$ cat config.mk
export PLATFORM = sky130hd
export DESIGN_NAME = lu_truth_table_sequencer
export DESIGN_NICKNAME = d
export VERILOG_FILES = /design/src/rtl/lu_truth_table_sequencer.sv
export SDC_FILE = /design/constraint.sdc
export NUM_CORES = 1
export LEC_CHECK = 0
export ABC_CLOCK_PERIOD_IN_PS = 3100
export CAP_MARGIN = 40
export CORE_MARGIN = 5
export CORE_UTILIZATION = 54
export CTS_CLUSTER_DIAMETER = 80
export CTS_CLUSTER_SIZE = 8
export DETAILED_ROUTE_END_ITERATION = 8
export GPL_ROUTABILITY_DRIVEN = 0
export PLACE_DENSITY = 0.89
export REMOVE_ABC_BUFFERS = 1
export SLEW_MARGIN = 0
export SYNTH_ARGS = -nofsm -noshare
export SYNTH_HDL_FRONTEND = slang
export SYNTH_SLANG_ARGS = --single-unit
$ cat constraint.sdc
create_clock -name clk -period 3.1 [get_ports clk]
set_input_delay 0.62 -clock clk [delete_from_list [all_inputs] [get_ports clk]]
set_output_delay 0.62 -clock clk [all_outputs]
set_load 0.01 [all_outputs]
$ cat src/rtl/lu_truth_table_sequencer.sv
`default_nettype none
// ============================================================================
// Module      : lu_truth_table_sequencer
// Description : Stimulus and capture stage for the 1-bit OR/NOR logic unit.
//               On start, drives every input combination {lu_sel,lu_a,lu_b}
//               into the LU in ascending order. Each combination is held for
//               HOLD cycles, and then the LU output is sampled. The samples
//               are packed into a truth-table vector, and done pulses when
//               the vector is complete.
//               Optional feature macro: LU_CHECK_EN. When it is defined, a
//               mismatch output flags result != EXPECTED.
// Revision    : 1.0 - initial release
// ============================================================================
module lu_truth_table_sequencer #(
    parameter int                   N_IN     = 3,
    parameter int                   HOLD     = 2,
    parameter logic [(2**N_IN)-1:0] EXPECTED = 8'h1E
) (
    input  logic                  clk,
    input  logic                  rst_n,
    input  logic                  start,
    input  logic                  lu_s,
    output logic                  lu_a,
    output logic                  lu_b,
    output logic                  lu_sel,
    output logic                  busy,
    output logic                  done,
    output logic [(2**N_IN)-1:0]  result
`ifdef LU_CHECK_EN
    ,
    output logic                  mismatch
`endif
);

    localparam int                  c_NUM_COMBOS = 2**N_IN;
    localparam int                  c_HOLD_W     = $clog2(HOLD + 1);
    localparam logic [c_HOLD_W-1:0] c_HOLD_LAST  = c_HOLD_W'(HOLD - 1);
    localparam logic [c_HOLD_W-1:0] c_HOLD_ONE   = c_HOLD_W'(1);
    localparam logic [N_IN-1:0]     c_IDX_LAST   = N_IN'(c_NUM_COMBOS - 1);
    localparam logic [N_IN-1:0]     c_IDX_ONE    = N_IN'(1);

    localparam logic [1:0] c_ST_IDLE = 2'd0;
    localparam logic [1:0] c_ST_RUN  = 2'd1;
    localparam logic [1:0] c_ST_DONE = 2'd2;

    logic [1:0]              r_state;
    logic [1:0]              w_state_next;
    logic [N_IN-1:0]         r_idx;
    logic [N_IN-1:0]         w_idx_inc;
    logic [c_HOLD_W-1:0]     r_hold_cnt;
    logic [N_IN-1:0]         r_drive;
    logic                    w_accept;
    logic                    w_sample;
    logic                    w_last;
    logic [c_NUM_COMBOS-1:0] w_result_upd;

    // The LU inputs come straight from a dedicated register, so they are glitch-free.
    assign lu_sel = r_drive[N_IN-1];
    assign lu_a   = r_drive[1];
    assign lu_b   = r_drive[0];

    // Next-state decode, sample strobe, and the result vector with the current sample merged in.
    always_comb begin
        w_state_next = r_state;
        w_accept     = 1'b0;
        w_sample     = 1'b0;
        w_last       = 1'b0;
        w_idx_inc    = r_idx + c_IDX_ONE;
        w_result_upd = result;
        case (r_state)
            c_ST_IDLE: begin
                if (start) begin
                    w_accept     = 1'b1;
                    w_state_next = c_ST_RUN;
                end
            end
            c_ST_RUN: begin
                if (r_hold_cnt == c_HOLD_LAST) begin
                    w_sample             = 1'b1;
                    w_result_upd[r_idx]  = lu_s;
                    if (r_idx == c_IDX_LAST) begin
                        w_last       = 1'b1;
                        w_state_next = c_ST_DONE;
                    end
                end
            end
            c_ST_DONE: begin
                w_state_next = c_ST_IDLE;
            end
            default: begin
                w_state_next = c_ST_IDLE;
            end
        endcase
    end

    // State register.
    always_ff @(posedge clk or negedge rst_n) begin
        if (!rst_n) begin
            r_state <= c_ST_IDLE;
        end else begin
            r_state <= w_state_next;
        end
    end

    // Sweep datapath: the index, the hold counter, the LU drive, and the result capture.
    always_ff @(posedge clk or negedge rst_n) begin
        if (!rst_n) begin
            r_idx      <= '0;
            r_hold_cnt <= '0;
            r_drive    <= '0;
            busy       <= 1'b0;
            done       <= 1'b0;
            result     <= '0;
        end else begin
            busy <= (w_state_next != c_ST_IDLE);
            done <= (w_state_next == c_ST_DONE);
            if (w_accept) begin
                result     <= '0;
                r_idx      <= '0;
                r_hold_cnt <= '0;
                r_drive    <= '0;
            end else if (w_sample) begin
                result     <= w_result_upd;
                r_idx      <= w_idx_inc;
                r_hold_cnt <= '0;
                // After the last combo, the index wraps. The drive is parked at zero
                // instead of re-presenting combo 0.
                r_drive    <= w_last ? '0 : w_idx_inc;
            end else if (r_state == c_ST_RUN) begin
                r_hold_cnt <= r_hold_cnt + c_HOLD_ONE;
            end else begin
                r_drive    <= '0;
            end
        end
    end

`ifdef LU_CHECK_EN
    // The golden compare is taken on the final sample edge, so it includes the last bit.
    always_ff @(posedge clk or negedge rst_n) begin
        if (!rst_n) begin
            mismatch <= 1'b0;
        end else if (w_accept) begin
            mismatch <= 1'b0;
        end else if (w_last) begin
            mismatch <= (w_result_upd != EXPECTED);
        end
    end
`else
    logic w_unused_expected;
    assign w_unused_expected = ^EXPECTED;
`endif

endmodule
`default_nettype wire

==> summary.txt <==
STA
  • Final Worst Setup Slack: around 1300 ps
  • Slew Limit Headroom: 0.705
  • Setup-failing EPs final: 0
  • Period minus WS final: 1850 ps
  • Maximum clock frequency: between 0.5 and 0.6 GHz
  • Clock skew: between 5 and 6 ps
  • Final hold vios: 0
  • Tcrit/Tclk final: 0.596
  • RSZ-0062 raised after global routing: false
  • Slew Limit Fails: 0
  • Pin slew with the least headroom to its limit: roughly 440 ps
  • TNS Setup: 0 ps

Cells and area
  • Fillers: between 100 and 150
  • Final instance area: between 1000 and 1500 µm²
  • Commonest cells after routing, fill and taps aside: 20 x dfrtp_1, 16 x clkdlybuf4s50_1, 14 x nand2_1
  • Non-Filler Instances: ~120
  • Final net count: around 110
  • Layout area overhead: 21.7%
  • Most common cell after layout, fill and taps aside: dfrtp_1
  • Antenna Cells: 0
  • Share of cells above drive strength 1: 0.101

Power
  • Total Power: ~1.2 mW
  • Leakage: around 0.52 nW
  • VDD IR-drop max: roughly 0.6 mV
  • PD cells: between 1000 and 1500 nW/µm²

CTS
  • Sink Count: 20
  • Setup Buffers After CTS: 0
  • Reg clk slew, reported paths: 120 ps
  • Max Buffers Root-to-Sink: 2
  • CTS buffer count: 3
  • H-tree levels: 1
  • Post-CTS Hold Fix Bufs: 0
  • Resize count post-CTS: 0
  • Root buffer cell: clkbuf_4
  • Clk Latency, worst-skew pair: 310 ps
  • CTS tree: built

Critical path
  • R2R Setup Slk: 1490 ps
  • Critical path cell sequence: clkdlybuf4s50_1
  • CP Depth: 1
  • Max incr delay on CP: 540 ps
  • Worst-case reg-to-reg path depth: 4
  • CP top delay family: buffers and inverters
  • CP required: between 2000 and 2500 ps
  • CP Capture Type: output pin
  • Slowest stage cell on the critical path: clkdlybuf4s50_1
  • Critical path startpoint category: flip-flop
  • Critical setup path kind: flip-flop to output pin
  • WP data arrival: approximately 1200 ps
  • WP buf/inv: 1
  • CP Max Fanout: 2

Detailed routing
  • Initial drt markers: 19
  • # DRC: 0
  • Final WL: about 2 mm
  • Antenna-violating nets left: 0
  • Avg WL per Cell: between 15 and 20 µm
  • DRT Pass-1 Iters: 4
  • Vias: around 700
  • Via density: about 5.7

Die
  • I/O pin count: 17
  • Starting Density: 0.563
  • # rows: 15
  • Die X: between 50 and 60 µm
  • Die Y: 52.2 µm
  • Die ar.: approximately 2700 µm²
  • Core area: around 1700 µm²

Placed design
  • I/O Buffers: 16
  • DP HPWL: 1.41 mm
  • DP Cell Count: 120
  • Placed inst area: ~1100 µm²
  • Pre-CTS setup slack: ~1000 ps

Flow run
  • Max-Cap Viols: 0

Global route
  • Initial antenna violation count: 0
  • Largest net degree at the start of global routing: 13
  • GRT Total Usage: 0.175
  • Number of global-route vias before repair: a little over 700
  • Congestion Overflow GR: 0
  • First-pass GRT wire length: between 3 and 4 mm

Logic synthesis
  • Synthesized cell area: approximately 960 µm²
  • #FFs+latches synth: 20
  • Yosys warning count: 0
  • Unique masters post-synth: 32
  • Syn avg cell area: 11.6 µm²
  • Sequential share of the synthesized area: 0.520
  • Gate Count Post-Synth: a little over 80

Min path
  • Hold crit path type: flip-flop to flip-flop
  • Hold Crit Depth: 2

Outcome
  • Run status: finished clean
synthesized netlist by cell type:
cell type | number | area [µm²]
o21a_1 | 1 | 7.51
or3b_4 | 1 | 11.3
nand3b_1 | 2 | 15.0
clkbuf_2 | 1 | 5.00
nor3_1 | 1 | 5.00
nand4b_1 | 2 | 17.5
o21bai_1 | 1 | 7.51
inv_1 | 1 | 3.75
nor2b_1 | 1 | 6.26
a21oi_1 | 3 | 15.0
o21ai_0 | 2 | 10.0
ha_1 | 2 | 25.0
mux2i_1 | 9 | 90.1
a22o_1 | 2 | 17.5
buf_2 | 2 | 10.0
nand3_1 | 2 | 10.0
a31oi_1 | 1 | 6.26
nand2b_1 | 1 | 6.26
buf_6 | 1 | 11.3
and4bb_1 | 1 | 12.5
or2b_1 | 1 | 7.51
nand4_1 | 1 | 6.26
dfrtp_1 | 20 | 500
and2_1 | 2 | 12.5
nand2_1 | 14 | 52.6
and2_4 | 1 | 8.76
buf_4 | 1 | 7.51
nor2_1 | 1 | 3.75
nand4bb_4 | 1 | 27.5
or3_1 | 1 | 6.26
nor4b_2 | 2 | 30.0
nor4_1 | 1 | 6.26
where the power goes:
group / switching, mW / internal, mW / leakage (nW) / total (mW)
clock network: 0.0830 / 0.0717 / 0.0210 / 0.155
logic: 0.262 / 0.295 / 0.253 / 0.557
registers: 0.120 / 0.364 / 0.250 / 0.484
total: 0.465 / 0.731 / 0.523 / 1.20
routing by layer:
| layer | up-vias | share of wire | track usage |
|---|---|---|---|
| li1 | 328 | - | - |
| met1 | 353 | 0.42 | 0.221 |
| met2 | 17 | 0.52 | 0.291 |
| met3 | 4 | 0.035 | 0.0342 |
| met4 | 0 | 0.018 | 0.0766 |
| met5 | - | 0 | 0 |
cells by family (layout without fill, tap and decap cells):
kind of cell    after synthesis  count (layout)  synth area share
fa+ha+maj                     2               2            0.0260
compound gates               10              10            0.0663
simple gates                 36              36             0.255
buf+inv                       6              22            0.0390
flops                        20              20             0.520
mux                           9               9            0.0936
cell type report:
class | count | area (µm²) | area share
Inverter | 1 | 3.75 | 0.00321
Multi-Input combinational cell | 57 | 424 | 0.362
Clock buffer | 4 | 36.3 | 0.0310
Sequential cell | 20 | 500 | 0.427
Timing Repair Buffer | 17 | 175 | 0.150
Tap cell | 25 | 31.3 | 0.0267
state kept, by name (all words and copies together), names as in the netlist:
register    cells
r_state         2
r_hold_cnt      2
busy            1
done            1
r_drive         3
r_idx           3
result          8
metrics by stage:
stage               hold slack, ps   util
floorplan                      324      -
global placement               509  0.656
detailed placement             521  0.664
CTS                            538  0.686
global route                   554  0.686
finish                         532  0.686
path summary, 6_finish.rpt:
path | startpoint | end
worst max-delay path | result[0] | result[0]
worst min-delay path | result[5] | result[5]
worst max register to register | r_idx[0] | r_drive[0]
worst min register to register | result[5] | result[5]
max in group asynchronous | rst_n | r_idx[1]
min in group asynchronous | rst_n | result[4]
Note: power is estimated with default switching activity, not from simulation.
